**src/rtl/env_pkg.sv**
```systemverilog
`default_nettype none
// ============================================================================
// Module      : env_pkg
// Description : Shared definitions for the ADSR envelope controller:
//               envelope state encodings and level width/limit constants.
// Ports       : none (package)
// Revision    : 1.0 - initial release
// ============================================================================
package env_pkg;

    // Envelope states; encodings are visible on the env_state port.
    typedef enum logic [2:0] {
        ST_IDLE    = 3'd0,
        ST_ATTACK  = 3'd1,
        ST_DECAY   = 3'd2,
        ST_SUSTAIN = 3'd3,
        ST_RELEASE = 3'd4
    } env_state_e;

    localparam int LEVEL_W   = 9;    // level spans 0..256 inclusive
    localparam int LEVEL_MAX = 256;  // unity gain

endpackage : env_pkg
`default_nettype wire

```
**src/rtl/env_tick.sv**
```systemverilog
`default_nettype none
// ============================================================================
// Module      : env_tick
// Description : Free-running divider producing a one-cycle envelope update
//               strobe every TICK_DIV clock cycles. Only reset restarts it.
// Ports       : clk   - system clock
//               rst_n - synchronous active-low reset
//               tick  - high for one cycle when the count reaches TICK_DIV-1
// Revision    : 1.0 - initial release
// ============================================================================
module env_tick #(
    parameter int TICK_DIV = 12000
) (
    input  logic clk,
    input  logic rst_n,
    output logic tick
);

    localparam int                CNT_W  = (TICK_DIV > 2) ? $clog2(TICK_DIV) : 1;
    localparam logic [CNT_W-1:0]  c_LAST = CNT_W'(TICK_DIV - 1);

    logic [CNT_W-1:0] count_q;
    logic [CNT_W-1:0] count_d;

    always_comb begin
        count_d = count_q + CNT_W'(1);
        if (count_q == c_LAST) begin
            count_d = '0;
        end
    end

    always_ff @(posedge clk) begin
        if (!rst_n) begin
            count_q <= '0;
        end else begin
            count_q <= count_d;
        end
    end

    assign tick = (count_q == c_LAST);

endmodule : env_tick
`default_nettype wire

```
**src/rtl/envelope_ctrl.sv**
```systemverilog
`default_nettype none
// ============================================================================
// Module      : envelope_ctrl
// Description : ADSR envelope sequencer driven by a key gate, plus the gain
//               stage that scales the sample stream by the envelope level.
// Ports       : clk        - system clock
//               rst_n      - synchronous active-low reset
//               key_on     - key gate, synchronous and debounced, high=pressed
//               sample_in  - 10-bit unsigned sample
//               dac_data   - registered gained sample (sample*level)>>8
//               level      - current envelope level, 0..256
//               env_state  - current state encoding
//               env_active - high whenever the envelope is not IDLE
// Revision    : 1.0 - initial release
// ============================================================================
module envelope_ctrl
    import env_pkg::*;
#(
    parameter int TICK_DIV      = 12000,
    parameter int ATTACK_STEP   = 4,
    parameter int DECAY_STEP    = 1,
    parameter int SUSTAIN_LEVEL = 160,
    parameter int RELEASE_STEP  = 2
) (
    input  logic               clk,
    input  logic               rst_n,
    input  logic               key_on,
    input  logic [9:0]         sample_in,
    output logic [9:0]         dac_data,
    output logic [LEVEL_W-1:0] level,
    output logic [2:0]         env_state,
    output logic               env_active
);

    // Level arithmetic is carried one bit wider so level+step cannot wrap.
    localparam logic [9:0] c_ATTACK_STEP  = 10'(ATTACK_STEP);
    localparam logic [9:0] c_DECAY_STEP   = 10'(DECAY_STEP);
    localparam logic [9:0] c_RELEASE_STEP = 10'(RELEASE_STEP);
    localparam logic [9:0] c_SUSTAIN      = 10'(SUSTAIN_LEVEL);
    localparam logic [9:0] c_LEVEL_MAX    = 10'(LEVEL_MAX);

    env_state_e         state_q, state_d;
    logic [LEVEL_W-1:0] level_q, level_d;
    logic               key_d_q;
    logic [9:0]         dac_q, dac_d;

    logic       tick;
    logic       key_rise;
    logic [9:0] level_ext;
    logic [9:0] level_next;
    logic [18:0] product;

    env_tick #(
        .TICK_DIV (TICK_DIV)
    ) u_env_tick (
        .clk   (clk),
        .rst_n (rst_n),
        .tick  (tick)
    );

    assign key_rise  = key_on & ~key_d_q;
    assign level_ext = {1'b0, level_q};

    // Next-state: a fresh key press always restarts ATTACK from the current
    // level, key release beats any level-driven transition.
    always_comb begin
        state_d = state_q;
        if (key_rise) begin
            state_d = ST_ATTACK;
        end else if (!key_on && (state_q == ST_ATTACK || state_q == ST_DECAY ||
                                 state_q == ST_SUSTAIN)) begin
            state_d = ST_RELEASE;
        end else begin
            case (state_q)
                ST_ATTACK:  if (level_ext == c_LEVEL_MAX) state_d = ST_DECAY;
                ST_DECAY:   if (level_ext == c_SUSTAIN)   state_d = ST_SUSTAIN;
                ST_RELEASE: if (level_q == '0)            state_d = ST_IDLE;
                default:    state_d = state_q;
            endcase
        end
    end

    // Level step uses the registered state, so a tick coinciding with a key
    // event still applies the old state's rule. Subtractions compare first
    // so they never underflow.
    always_comb begin
        level_next = level_ext;
        case (state_q)
            ST_ATTACK: begin
                level_next = level_ext + c_ATTACK_STEP;
                if (level_next >= c_LEVEL_MAX) level_next = c_LEVEL_MAX;
            end
            ST_DECAY: begin
                if (level_ext >= c_SUSTAIN + c_DECAY_STEP) level_next = level_ext - c_DECAY_STEP;
                else                                       level_next = c_SUSTAIN;
            end
            ST_RELEASE: begin
                if (level_ext >= c_RELEASE_STEP) level_next = level_ext - c_RELEASE_STEP;
                else                             level_next = '0;
            end
            default: level_next = level_ext;
        endcase
        level_d = tick ? LEVEL_W'(level_next) : level_q;
    end

    // 1023*256 < 2^18, so bits [17:8] hold the whole scaled result.
    always_comb begin
        product = 19'(sample_in) * 19'(level_q);
        dac_d   = 10'(product >> 8);
    end

    always_ff @(posedge clk) begin
        if (!rst_n) begin
            state_q <= ST_IDLE;
            level_q <= '0;
            key_d_q <= 1'b0;
            dac_q   <= '0;
        end else begin
            state_q <= state_d;
            level_q <= level_d;
            key_d_q <= key_on;
            dac_q   <= dac_d;
        end
    end

    assign dac_data   = dac_q;
    assign level      = level_q;
    assign env_state  = state_q;
    assign env_active = (state_q != ST_IDLE);

endmodule : envelope_ctrl
`default_nettype wire
```
**config.mk**
```make
export PLATFORM = sky130hd
export DESIGN_NAME = envelope_ctrl
export DESIGN_NICKNAME = d
export VERILOG_FILES = /design/src/rtl/env_pkg.sv /design/src/rtl/env_tick.sv /design/src/rtl/envelope_ctrl.sv
export SDC_FILE = /design/constraint.sdc
export NUM_CORES = 1
export LEC_CHECK = 0
export ABC_AREA = 1
export BUFFER_PORTS_ARGS = -buffer_cell sky130_fd_sc_hd__clkbuf_2
export CAP_MARGIN = 10
export CORE_ASPECT_RATIO = 1.2
export CORE_MARGIN = 5
export CORE_UTILIZATION = 59
export DETAILED_ROUTE_END_ITERATION = 12
export GPL_TIMING_DRIVEN = 0
export MAX_ROUTING_LAYER = met4
export PLACE_DENSITY_LB_ADDON = 0.12
export SYNTH_ARGS = -nofsm -noshare
export SYNTH_HDL_FRONTEND = slang
export SYNTH_SLANG_ARGS = --single-unit
```
**constraint.sdc**
```tcl
create_clock -name clk -period 7.9 [get_ports clk]
set_input_delay 1.58 -clock clk [delete_from_list [all_inputs] [get_ports clk]]
set_output_delay 1.58 -clock clk [all_outputs]
set_load 0.005 [all_outputs]
```
==> results of run 1 <==
==> power by group through the flow <==
stage	clock network [mW]	registers [mW]	logic (mW)
2_1_floorplan	0	0.197	0.0521
3_3_place_gp	0	0.198	0.0673
3_5_place_dp	0	0.198	0.0691
4_1_cts	0.163	0.194	0.0693
5_1_grt	0.171	0.194	0.0783
6_report	0.161	0.194	0.0695
==> cell type report <==
| type | count | area (um^2) |
|---|---|---|
| tap | 117 | 146 |
| inverter | 181 | 682 |
| fill | 802 | 3000 |
| buffer | 29 | 151 |
| multi-input combinational | 531 | 3710 |
| sequential | 37 | 741 |
| clock inverter | 2 | 35.0 |
| clock buffer | 5 | 68.8 |
| timing repair buffer | 25 | 125 |
==> registers in the layout, summed over array words and instances (netlist names) <==
name and flops:
dac_data 10, env_state 3, u_env_tick.count_q 14, key_d_q 1, level 9
==> cell usage after synthesis (2+ instances only) <==
master	instances
nor3_1	7
dfxtp_1	37
o21ai_1	7
nor4_1	2
nand2_2	12
inv_2	14
nand3_1	40
nor2_2	10
a21oi_2	2
buf_4	6
nor2_1	63
nor3_2	3
ha_1	41
o21a_1	3
buf_2	4
clkbuf_1	16
a21oi_1	31
buf_6	2
nor3b_1	3
nand4_1	7
o21ai_0	15
nand3_2	4
fa_1	55
xnor2_1	3
nand2_1	194
inv_1	166
nor2_4	5
xor2_1	11
==> cells by family after synthesis <==
family          count (synthesis)
xor+xnor                       14
fa+ha+maj                      96
flops                          37
simple gates                  358
compound gates                 63
buf+inv                       210
==> layout by cell type, fill, tap and decap left out, drive strengths merged, types with 2 or more instances in the layout <==
cell type	instances
a21oi	33
buf	13
clkbuf	46
dfxtp	37
fa	55
ha	41
inv	181
nand2	207
nand3	45
nand4	7
nor2	79
nor3	11
nor3b	3
nor4	2
o21a	3
o21ai	23
xnor2	3
xor2	11
==> worst max-delay path, cell delays in order <==
cell      delay [ns]
clkbuf_1        0.35
nand2_1         0.14
fa_1            0.48
fa_1            0.55
inv_1           0.06
fa_1            0.54
inv_1           0.06
fa_1            0.52
inv_1           0.04
ha_1            0.34
nand2_1         0.13
nor2_1          0.12
nand3_1         0.08
nand2_1         0.20
nand2_1         0.10
a21oi_1         0.14
nor2_1          0.06
==> final timing paths <==
path | endpoint | slack, ns | cells after the start
worst min register to register | u_env_tick.count_q[0] | 0.48 | 1
worst max-delay path | dac_data[9] | 2.60 | 17
worst max register to register | dac_data[9] | 3.13 | 18
worst min-delay path | u_env_tick.count_q[0] | 0.48 | 1
==> metal layers <==
metal | global-route usage | share of wire | up-vias | wire [um]
li1 | - | - | 2388 | -
met2 | 0.440 | 0.53 | 106 | 6330
met3 | 0.0191 | 0.037 | 23 | 440
met1 | 0.287 | 0.41 | 2279 | 4990
met5 | - | 0 | - | 0
met4 | 0.0851 | 0.022 | 0 | 270
==> flow_summary.toml, run 1 <==
[status]
status = "finished, final reports clean"

[flow_run]
max_cap_viol_count = 0

[layout]
finish.cell_count_without_fillers = 927
syn_to_final_growth_pct = 7.10
drive_gt1_frac = 0.125
antenna_cells = 0
num-nets-final = 919
final_area_mm2 = 0.00566
utilization = 0.654

[critical_path]
cp.required_ns = 8.08
worstPathMaxFanout = 9
critPathKind = "in2reg"
arrival_ns = 5.49
worstSetupEndpointType = "flip-flop"
rr_startpoint = "level[8]"
startpoint_type = "input pin"
crit_start = "sample_in[2]"

[logic_synthesis]
yosys.area_share.xor_xnor = 0.0232
synthCells = 778
synthTopCellsByArea = "fa_1 (21%), dfxtp_1 (14%), nand2_1 (14%), inv_1 (12%), ha_1 (9.7%)"
avgSynthCellArea_um2 = 6.79
synth-edff-count = 0
synthAdderAreaFrac = 0.305
yosys.area_share.simple = 0.309
synth_ff_type = "dfxtp_1"
synth_mux_area_frac = 0
synth_cell_types = 43
yosysWarnings = 0
synth_top_family_by_area = "simple AND/OR/NAND/NOR gates"
syn-cell-area_mm2 = 0.00529
synth_top_area_cell = "fa_1"
synth_compound_area_frac = 0.0649
synth-seq-area-share = 0.140
syn_nets = 887
synth_top_area_share = 0.208
ys_ff_latch = 37
synthArstFlopShare = 0

[pwr]
ir_drop_uv = 52.2
p_int_mw = 0.304
clockPowerShare = 0.380
p_leak_nw = 3.33
p_sw_mw = 0.121
power_frac_comb = 0.164
power_frac_seq = 0.456
switching_share = 0.285
finalPower_mw = 0.425
power.density_mw_per_mm2 = 75.0

[timing]
setup_viol = 0
drv_slew = 0
max_slew_margin = 0.633
period_needed_ns = 5.30
setup_ws_ns = 2.60
finClkSkew_ns = 0.0111
post-route-period-util = 0.671
timing.fmax_ghz = 0.189
whs_ns = 0.476
finalSetupTns_ns = 0
hold_viol_final = 0
tightest_slew_ns = 0.550
rsz0062_at_grt = "false"

[floorplanning]
die_y_um = 114
floorplan.initialDensity = 0.611
core_mm2 = 0.00866
placementRows = 37
ios = 36
dieArea_mm2 = 0.0110
die_x_um = 96.4

[detailed_routing]
firstDrtPassIters = 5
drcViolationCount = 0
wl_per_cell_um = 13.0
drt_iter0_drc = 192
vias_per_cell = 5.17
wirelength_um = 12000
num_vias = 4796
final_antenna_net_count = 0

[grt]
grt_max_degree = 12
grt_use_total = 0.246
antenna_found_initial = 0
first_global_vias = 4800
grt_pass1_wl_um = 21200
overflow = 0

[place]
place_ws_ns = 2.32
placed_area_mm2 = 0.00556
globalplace.congestion = 0.941
placedCellCount = 920
portBuffers = 25
dp_hpwl_um = 9920

[hold_path]
holdCritPathClass = "reg2reg"
hold_start = "u_env_tick.count_q[0]"

[clock_network]
post_cts_buffers = 0
clk_pin_slew_worst_paths_ns = 0.07
postCtsHoldBufs = 0
cts_max_level = 2
worstSkewPairLatency_ns = 0.29
cts_tree = "yes"
cts-root-buf = "clkbuf_8"
cts.path.max_buffers = 2
cts_num_sinks = 37
cts_resized = 0
numCtsBuffers = 5
Power figures use the tool's default switching activity.
==> inputs of run 2 (changes only) <==
==> constraint.sdc (replaced) <==
create_clock -name clk -period 5.4 [get_ports clk]
set_input_delay 1.08 -clock clk [delete_from_list [all_inputs] [get_ports clk]]
set_output_delay 1.08 -clock clk [all_outputs]
set_load 0.005 [all_outputs]
==> flow_summary.toml, run 2 (synthesized netlist as in run 1, its figures left out) <==
[clock_network]
cts.path.max_buffers = 2
cts_max_level = 2
cts-root-buf = "clkbuf_8"
postCtsHoldBufs = 0
cts_resized = 0
clk_pin_slew_worst_paths_ns = 0.07
cts_num_sinks = 37
cts_tree = "yes"
numCtsBuffers = 5
post_cts_buffers = 0
worstSkewPairLatency_ns = 0.29

[timing]
setup_ws_ns = 0.588
setup_viol = 0
hold_viol_final = 0
whs_ns = 0.476
rsz0062_at_grt = "false"
max_slew_margin = 0.633
tightest_slew_ns = 0.551
drv_slew = 0
post-route-period-util = 0.891
timing.fmax_ghz = 0.208
period_needed_ns = 4.81
finClkSkew_ns = 0.0119
finalSetupTns_ns = 0

[layout]
syn_to_final_growth_pct = 7.10
regMostFlops = "u_env_tick.count_q"
antenna_cells = 0
mostFrequentLayoutCells = "nand2_1 (194), inv_1 (166), nor2_1 (63)"
num-nets-final = 919
final_common_cell = "nand2_1"
largest_reg_flops = 14
finish.cell_count_without_fillers = 927
drive_gt1_frac = 0.125

[place]
placedCellCount = 920
globalplace.congestion = 0.941
dp_hpwl_um = 9920
place_ws_ns = 0.324
portBuffers = 25

[detailed_routing]
vias_per_cell = 5.14
final_antenna_net_count = 0
drcViolationCount = 0
firstDrtPassIters = 5
num_vias = 4767
wl_per_cell_um = 13.0
drt_iter0_drc = 182
wirelength_um = 12000

[floorplanning]
dieArea_mm2 = 0.0110
core_mm2 = 0.00866
placementRows = 37
ios = 36
die_x_um = 96.4
floorplan.initialDensity = 0.611
die_y_um = 114

[pwr]
p_int_mw = 0.444
clockPowerShare = 0.380
finalPower_mw = 0.621
p_sw_mw = 0.177
power.density_mw_per_mm2 = 110
switching_share = 0.284
p_leak_nw = 3.33
power_frac_seq = 0.456
ir_drop_uv = 76.1
power_frac_comb = 0.164

[grt]
antenna_found_initial = 0
grt_max_degree = 12
overflow = 0
first_global_vias = 4800
grt_use_total = 0.247
grt_pass1_wl_um = 21200

[critical_path]
worstSetupEndpointType = "flip-flop"
worstPathMaxFanout = 9
startpoint_type = "input pin"
critical_path.max_stage_delay_ns = 0.55
arrival_ns = 4.99
critical_path.slowest_cell = "fa_1"
crit_chain = "clkbuf_1 > nand2_1 > fa_1 > fa_1 > inv_1 > fa_1 > inv_1 > fa_1 > inv_1 > ha_1 > nand2_1 > nor2_1 > nand3_1 > nand2_1 > nand2_1 > a21oi_1 > nor2_1"
critPathKind = "in2reg"
cp.required_ns = 5.58

[status]
status = "finished, final reports clean"

[hold_path]
holdCritPathClass = "reg2reg"

[flow_run]
max_cap_viol_count = 0
==> run 2: cell counts in the layout (fill, tap and decap cells not counted) <==
No cell type changed its count.
==> run 2: power by group through the flow <==
stage | registers, mW | logic (mW) | clock network (mW)
after floorplan | 0.289 | 0.0762 | 0
after global placement | 0.289 | 0.0984 | 0
after detailed placement | 0.289 | 0.101 | 0
after CTS | 0.283 | 0.101 | 0.238
after global routing | 0.284 | 0.115 | 0.250
final | 0.283 | 0.102 | 0.236
==> run 2: path summary, 6_finish.rpt <==
path,start,to,slack (ns),cells past startpoint
setup / recovery,sample_in[2],dac_data[9],0.59,17
hold / removal,u_env_tick.count_q[0],u_env_tick.count_q[0],0.48,1
setup reg to reg,level[8],dac_data[9],0.63,18
hold reg to reg,u_env_tick.count_q[0],u_env_tick.count_q[0],0.48,1
==> run 2: routing by layer <==
layer,part of all wire,global-route usage
met3,0.037,0.0191
met4,0.021,0.0851
met2,0.53,0.440
met1,0.41,0.287
met5,0,-
==> run 2: cell type report <==
cell class / instances / area (um^2)
multi-input combinational: 531 / 3710
fill: 802 / 3000
sequential: 37 / 741
inverter: 181 / 682
buffer: 29 / 151
tap: 117 / 146
timing repair buffer: 25 / 125
clock buffer: 5 / 68.8
clock inverter: 2 / 35.0
==> run 2: metrics by stage <==
stage	area (um^2)	util
2_1_floorplan	5290	-
3_3_place_gp	5560	0.642
3_5_place_dp	5560	0.642
4_1_cts	5660	0.654
5_1_grt	5660	0.654
6_report	5660	0.654
==> run 2: worst max-delay path: cells and delay by family <==
| family | cells | cell delay (ns) |
|---|---|---|
| AO/OA/AOI/OAI | 1 | 0.14 |
| adder cells (fa/ha/maj) | 5 | 2.44 |
| AND/OR/NAND/NOR | 7 | 0.84 |
| buffers and inverters | 4 | 0.52 |
